### src/rtl/calc_seq_ctrl.sv
// Keypad sequencer for the 13-bit calculator: accumulates decimal operands A/B,
// records the operator, and drives the state code decoded by the result mux and ALU.
module calc_seq_ctrl #(
  parameter int WIDTH   = 13,
  parameter int MAX_VAL = 8191
) (
  input  logic             clk,
  input  logic             clr,
  input  logic             key_valid,
  input  logic [3:0]       key_code,
  input  logic [WIDTH-1:0] sum_in,
  output logic             key_ready,
  output logic [5:0]       state,
  output logic [WIDTH-1:0] A,
  output logic [WIDTH-1:0] B,
  output logic             neg,
  output logic             err
);

  localparam int CW = WIDTH + 4;
  localparam logic [CW-1:0] MaxCand = CW'(MAX_VAL);

  typedef enum logic [5:0] {
    S_START      = 6'd0,
    S_SET_A      = 6'd1,
    S_SET_A_TEN  = 6'd2,
    S_SET_A_HUN  = 6'd3,
    S_SET_A_THUN = 6'd4,
    S_SET_B      = 6'd5,
    S_SET_B_TEN  = 6'd6,
    S_SET_B_HUN  = 6'd7,
    S_SET_B_THUN = 6'd8,
    S_ADD        = 6'd9,
    S_SUB        = 6'd10,
    S_SUM        = 6'd11,
    S_MUL        = 6'd12,
    S_ALU        = 6'd13
  } state_e;

  typedef enum logic [1:0] {
    OP_ADD = 2'd0,
    OP_SUB = 2'd1,
    OP_MUL = 2'd2
  } op_e;

  state_e           state_q, state_d;
  logic [WIDTH-1:0] a_q, a_d, b_q, b_d;
  logic             neg_q, neg_d, err_q, err_d;
  op_e              op_q, op_d;

  logic             key_fire, is_digit, is_op, is_eq, is_clear, is_rsvd;
  logic             in_exec;
  op_e              key_op;
  logic [WIDTH-1:0] digit;
  logic [CW-1:0]    cand_a, cand_b;

  assign in_exec  = (state_q == S_ADD) || (state_q == S_SUB) || (state_q == S_MUL);
  assign key_fire = key_valid && !in_exec;
  assign is_digit = (key_code <= 4'd9);
  assign is_op    = (key_code >= 4'd10) && (key_code <= 4'd12);
  assign is_eq    = (key_code == 4'd13);
  assign is_clear = (key_code == 4'd14);
  assign is_rsvd  = (key_code == 4'd15);
  assign digit    = {{(WIDTH-4){1'b0}}, key_code};

  // Wide candidate so operand*10+digit cannot wrap before the range check.
  assign cand_a = {4'b0000, a_q} * CW'(10) + {4'b0000, digit};
  assign cand_b = {4'b0000, b_q} * CW'(10) + {4'b0000, digit};

  always_comb begin
    key_op = OP_ADD;
    case (key_code)
      4'd11:   key_op = OP_SUB;
      4'd12:   key_op = OP_MUL;
      default: key_op = OP_ADD;
    endcase
  end

  // NOTE: state register uses non-blocking assignments so every flop samples
  // the pre-edge values of its peers, regardless of process ordering.
  always_ff @(posedge clk) begin
    if (clr) begin
      state_q <= S_START;
      a_q     <= '0;
      b_q     <= '0;
      neg_q   <= 1'b0;
      err_q   <= 1'b0;
      op_q    <= OP_ADD;
    end else begin
      state_q <= state_d;
      a_q     <= a_d;
      b_q     <= b_d;
      neg_q   <= neg_d;
      err_q   <= err_d;
      op_q    <= op_d;
    end
  end

  // NOTE: every next-state signal gets a hold default first, so no path
  // through the case below leaves one unassigned and infers a latch.
  always_comb begin
    state_d = state_q;
    a_d     = a_q;
    b_d     = b_q;
    neg_d   = neg_q;
    op_d    = op_q;
    err_d   = 1'b0;

    if (in_exec) begin
      state_d = S_SUM;
      neg_d   = (op_q == OP_SUB) && (b_q > a_q);
    end else if (key_fire) begin
      if (is_clear) begin
        state_d = S_START;
        a_d     = '0;
        b_d     = '0;
        neg_d   = 1'b0;
        op_d    = OP_ADD;
      end else if (is_rsvd) begin
        err_d = 1'b1;
      end else begin
        case (state_q)
          S_START: begin
            if (is_digit) begin
              a_d     = digit;
              state_d = S_SET_A;
            end else if (is_op) begin
              a_d     = '0;
              op_d    = key_op;
              state_d = S_ALU;
            end
          end
          S_SET_A, S_SET_A_TEN, S_SET_A_HUN, S_SET_A_THUN: begin
            if (is_digit) begin
              if (state_q == S_SET_A_THUN || cand_a > MaxCand) begin
                err_d = 1'b1;
              end else begin
                a_d     = cand_a[WIDTH-1:0];
                state_d = state_e'(state_q + 6'd1);
              end
            end else if (is_op) begin
              op_d    = key_op;
              b_d     = '0;
              state_d = S_ALU;
            end else if (is_eq) begin
              err_d = 1'b1;
            end
          end
          S_ALU: begin
            if (is_digit) begin
              b_d     = digit;
              state_d = S_SET_B;
            end else if (is_op) begin
              op_d = key_op;
            end else if (is_eq) begin
              err_d = 1'b1;
            end
          end
          S_SET_B, S_SET_B_TEN, S_SET_B_HUN, S_SET_B_THUN: begin
            if (is_digit) begin
              if (state_q == S_SET_B_THUN || cand_b > MaxCand) begin
                err_d = 1'b1;
              end else begin
                b_d     = cand_b[WIDTH-1:0];
                state_d = state_e'(state_q + 6'd1);
              end
            end else if (is_eq) begin
              case (op_q)
                OP_SUB:  state_d = S_SUB;
                OP_MUL:  state_d = S_MUL;
                default: state_d = S_ADD;
              endcase
            end else if (is_op) begin
              err_d = 1'b1;
            end
          end
          S_SUM: begin
            if (is_digit) begin
              a_d     = digit;
              b_d     = '0;
              neg_d   = 1'b0;
              state_d = S_SET_A;
            end else if (is_op) begin
              // Chaining: the previous result becomes the new operand A.
              a_d     = sum_in;
              b_d     = '0;
              neg_d   = 1'b0;
              op_d    = key_op;
              state_d = S_ALU;
            end
          end
          default: state_d = S_START;
        endcase
      end
    end
  end

  always_comb begin
    key_ready = !in_exec;
    state     = state_q;
    A         = a_q;
    B         = b_q;
    neg       = neg_q;
    err       = err_q;
  end

endmodule

### config.mk
export PLATFORM = sky130hd
export DESIGN_NAME = calc_seq_ctrl
export DESIGN_NICKNAME = d
export VERILOG_FILES = /design/src/rtl/calc_seq_ctrl.sv
export SDC_FILE = /design/constraint.sdc
export NUM_CORES = 1
export LEC_CHECK = 0
export CORE_AREA = 2 2 98 100
export CTS_BUF_LIST = sky130_fd_sc_hd__clkbuf_8
export DETAILED_ROUTE_END_ITERATION = 12
export DIE_AREA = 0 0 100 102
export PLACE_DENSITY = 0.72
export SYNTH_ARGS = -nofsm -noshare
export SYNTH_HDL_FRONTEND = slang
export SYNTH_SLANG_ARGS = --single-unit
### constraint.sdc
create_clock -name clk -period 4.43 [get_ports clk]
set_input_delay 0.886 -clock clk [delete_from_list [all_inputs] [get_ports clk]]
set_output_delay 0.886 -clock clk [all_outputs]
set_load 0.005 [all_outputs]
==> metrics <==
status finished clean; Clock Sinks 36; RSZ-0062 raised after global routing no; Max VDD drop 0.165 mV; ANT nets after route 0; vias in the first global route ~4400; clk_lat worst skew around 0.29 ns; Antenna Cells 0; Slew Viols, Final 0; type of origin of the critical path primary input; Area Growth Syn to Fin 18.6%; total global-route track usage 26.0%; Post-CTS Setup Bufs 0; Layout Skew 0.00586 ns; Hold WC Path Type reg2reg; Core Box Area 9110 um2; Pleak 2.24 nW; Synth Area per Inst 7.88 um2; WHS 0.494 ns; largest net degree at the start of global routing 35; Final Hold Violating Endpoints 0; setup TNS 0 ns; final core occ about three fifths; Starting Density 49.4%; synth cell count leaders ha_1 (70), nor2_1 (51), a21oi_1 (44); share of layout cells above drive strength 1 7.11%; Register Area 721 um2; Fillers 873; fin cells 744; syn nets between 600 and 700; CTS tree built; CTS Buffer Depth 2; Critical Path AT 4.32 ns; DR pass1 iterations 5; Die X about 100 um; 1st-iter DRT viols between 300 and 400; fin crit period around 4.1 ns; die height 102 um; number of max-cap violations 0; routability-driven placement congestion ratio around 0.88; Synth top area share 19.5%; WS Path Type in2reg; grt ovf 0; # IOs 55; Row Count 35; drt wl/cell 17.4 um; Sw Ratio 46.1%; P_int 950 uW; htree depth 2; CTS buffer count 5; Die ar. 10200 um2; PortBufs 54; library cells used by synthesis 66; Worst Tran Pin Value 1.13 ns; Req. time, crit path 4.61 ns; Fmax ~0.24 GHz; top_reg_cell synth dfxtp_1; Yosys Warn Count 0; Area contributors post-synth ha_1 (19%), dfxtp_1 (16%), a21oi_1 (4.9%), nor2_1 (4.3%), xnor2_1 (4.1%); post-synth top area cell ha_1; clock transition at the registers of the reported paths around 0.080 ns; ys async rst share 0%; dpl ws 0.00350 ns; final worst setup slack roughly 0.29 ns; Clk pwr share 14.3%; Slew HR 24.4%; clk root buf clkbuf_8; Seq cells post-synth 36; post-synthesis cell area 4500 um2; Routed WL between 10 and 15 mm; final net count ~730; total power roughly 1.8 mW; placed inst area between 5000 and 6000 um2; Post-synth EDFFs 0; Final HPWL DP 10.2 mm; # DRC 0; final instance area ~5300 um2; CP Capture Type flip-flop; Seq/Total Area, Yosys between 10% and 20%; P_sw 813 uW; area occupied by multi-input gates 3590 um2; first-pass GRT wire length roughly 22 mm; synthesized instance count 571; initial antenna violation count 0; via/cell ratio 6.21; most numerous cell in the Yosys netlist ha_1; Final setup viols 0; post-route clock period utilization ~94%; via count 4619; Sequential Power Share 24.3%; combinational power share about three fifths; critical-path maximum fanout 11; power density over the cells 330 nW/um2; placed cells 736
cell type report:
| type | instances | share of cell area, % |
|---|---|---|
| Clock inverter | 2 | 0.211 |
| Sequential cell | 36 | 13.5 |
| Tap cell | 111 | 2.60 |
| Multi-Input combinational cell | 488 | 67.4 |
| Timing Repair Buffer | 73 | 12.8 |
| Clock buffer | 6 | 1.55 |
| Inverter | 28 | 1.97 |
routing by layer:
metal / GRT usage [%] / routed length, um
met3: 2.46 / 692
met4: 4.64 / 171
met2: 41.7 / 5740
met5: 0 / 0
met1: 38.5 / 6360
cells in the final DEF, fill, tap and decap left out, drive strengths merged, types with 7 or more instances in the layout:
master         count
o21a              10
nand2             39
a21o              12
a211oi             8
o21ai             36
and3               8
xnor2             22
nor2              51
nand4             10
ha                70
clkdlybuf4s50     54
a22oi             20
nand3             27
a21oi             44
nor2b              8
a311oi             7
xor2              11
inv               29
buf               19
nor3              16
dfxtp             36
registers in the layout (all words and copies together) (netlist names):
name	count
A	13
B	13
err	1
neg	1
op_q	2
state	6
power groups by stage:
| stage | registers [mW] | logic [mW] | clock network [mW] |
|---|---|---|---|
| 4_1_cts | 0.427 | 1.06 | 0.249 |
| 6_report | 0.428 | 1.08 | 0.253 |
| 5_1_grt | 0.434 | 1.20 | 0.264 |
| 3_3_place_gp | 0.433 | 1.02 | 0 |
| 3_5_place_dp | 0.434 | 1.05 | 0 |
| 2_1_floorplan | 0.414 | 0.751 | 0 |
kinds of logic after synthesis:
kind of cell / share of synthesized area [%]
flip-flops: 16.0
adder cells (fa/ha/maj): 21.3
AND/OR/NAND/NOR: 21.9
buffers and inverters: 4.26
AO/OA/AOI/OAI: 28.7
XOR/XNOR: 6.84
multiplexers: 1.00
critical path, stage by stage:
cell,delay (ns)
clkdlybuf4s50_1,0.52
ha_1,0.22
fa_1,0.23
a21oi_1,0.10
nor3_1,0.44
nand4_1,0.21
nor4_4,0.18
a31oi_1,0.11
or4b_4,0.58
a311o_1,0.44
and2_1,0.27
o2bb2ai_1,0.13
path summary, 6_finish.rpt:
path,startpoint,to,slack (ns),depth (start not counted)
max,key_code[1],B[2]$_SDFFE_PP0P_,0.29,12
min,op_q[1]$_SDFFE_PP0P_,op_q[1]$_SDFFE_PP0P_,0.49,2
max reg2reg,B[1]$_SDFFE_PP0P_,B[2]$_SDFFE_PP0P_,0.34,12
min reg2reg,op_q[1]$_SDFFE_PP0P_,op_q[1]$_SDFFE_PP0P_,0.49,2
repair_timing:
action	CTS	global route
hold buffers	0	0
resized for setup	0	1
setup endpoints to repair	0	1
hold endpoints to repair	0	0
Note: power is estimated with default switching activity, not from simulation.
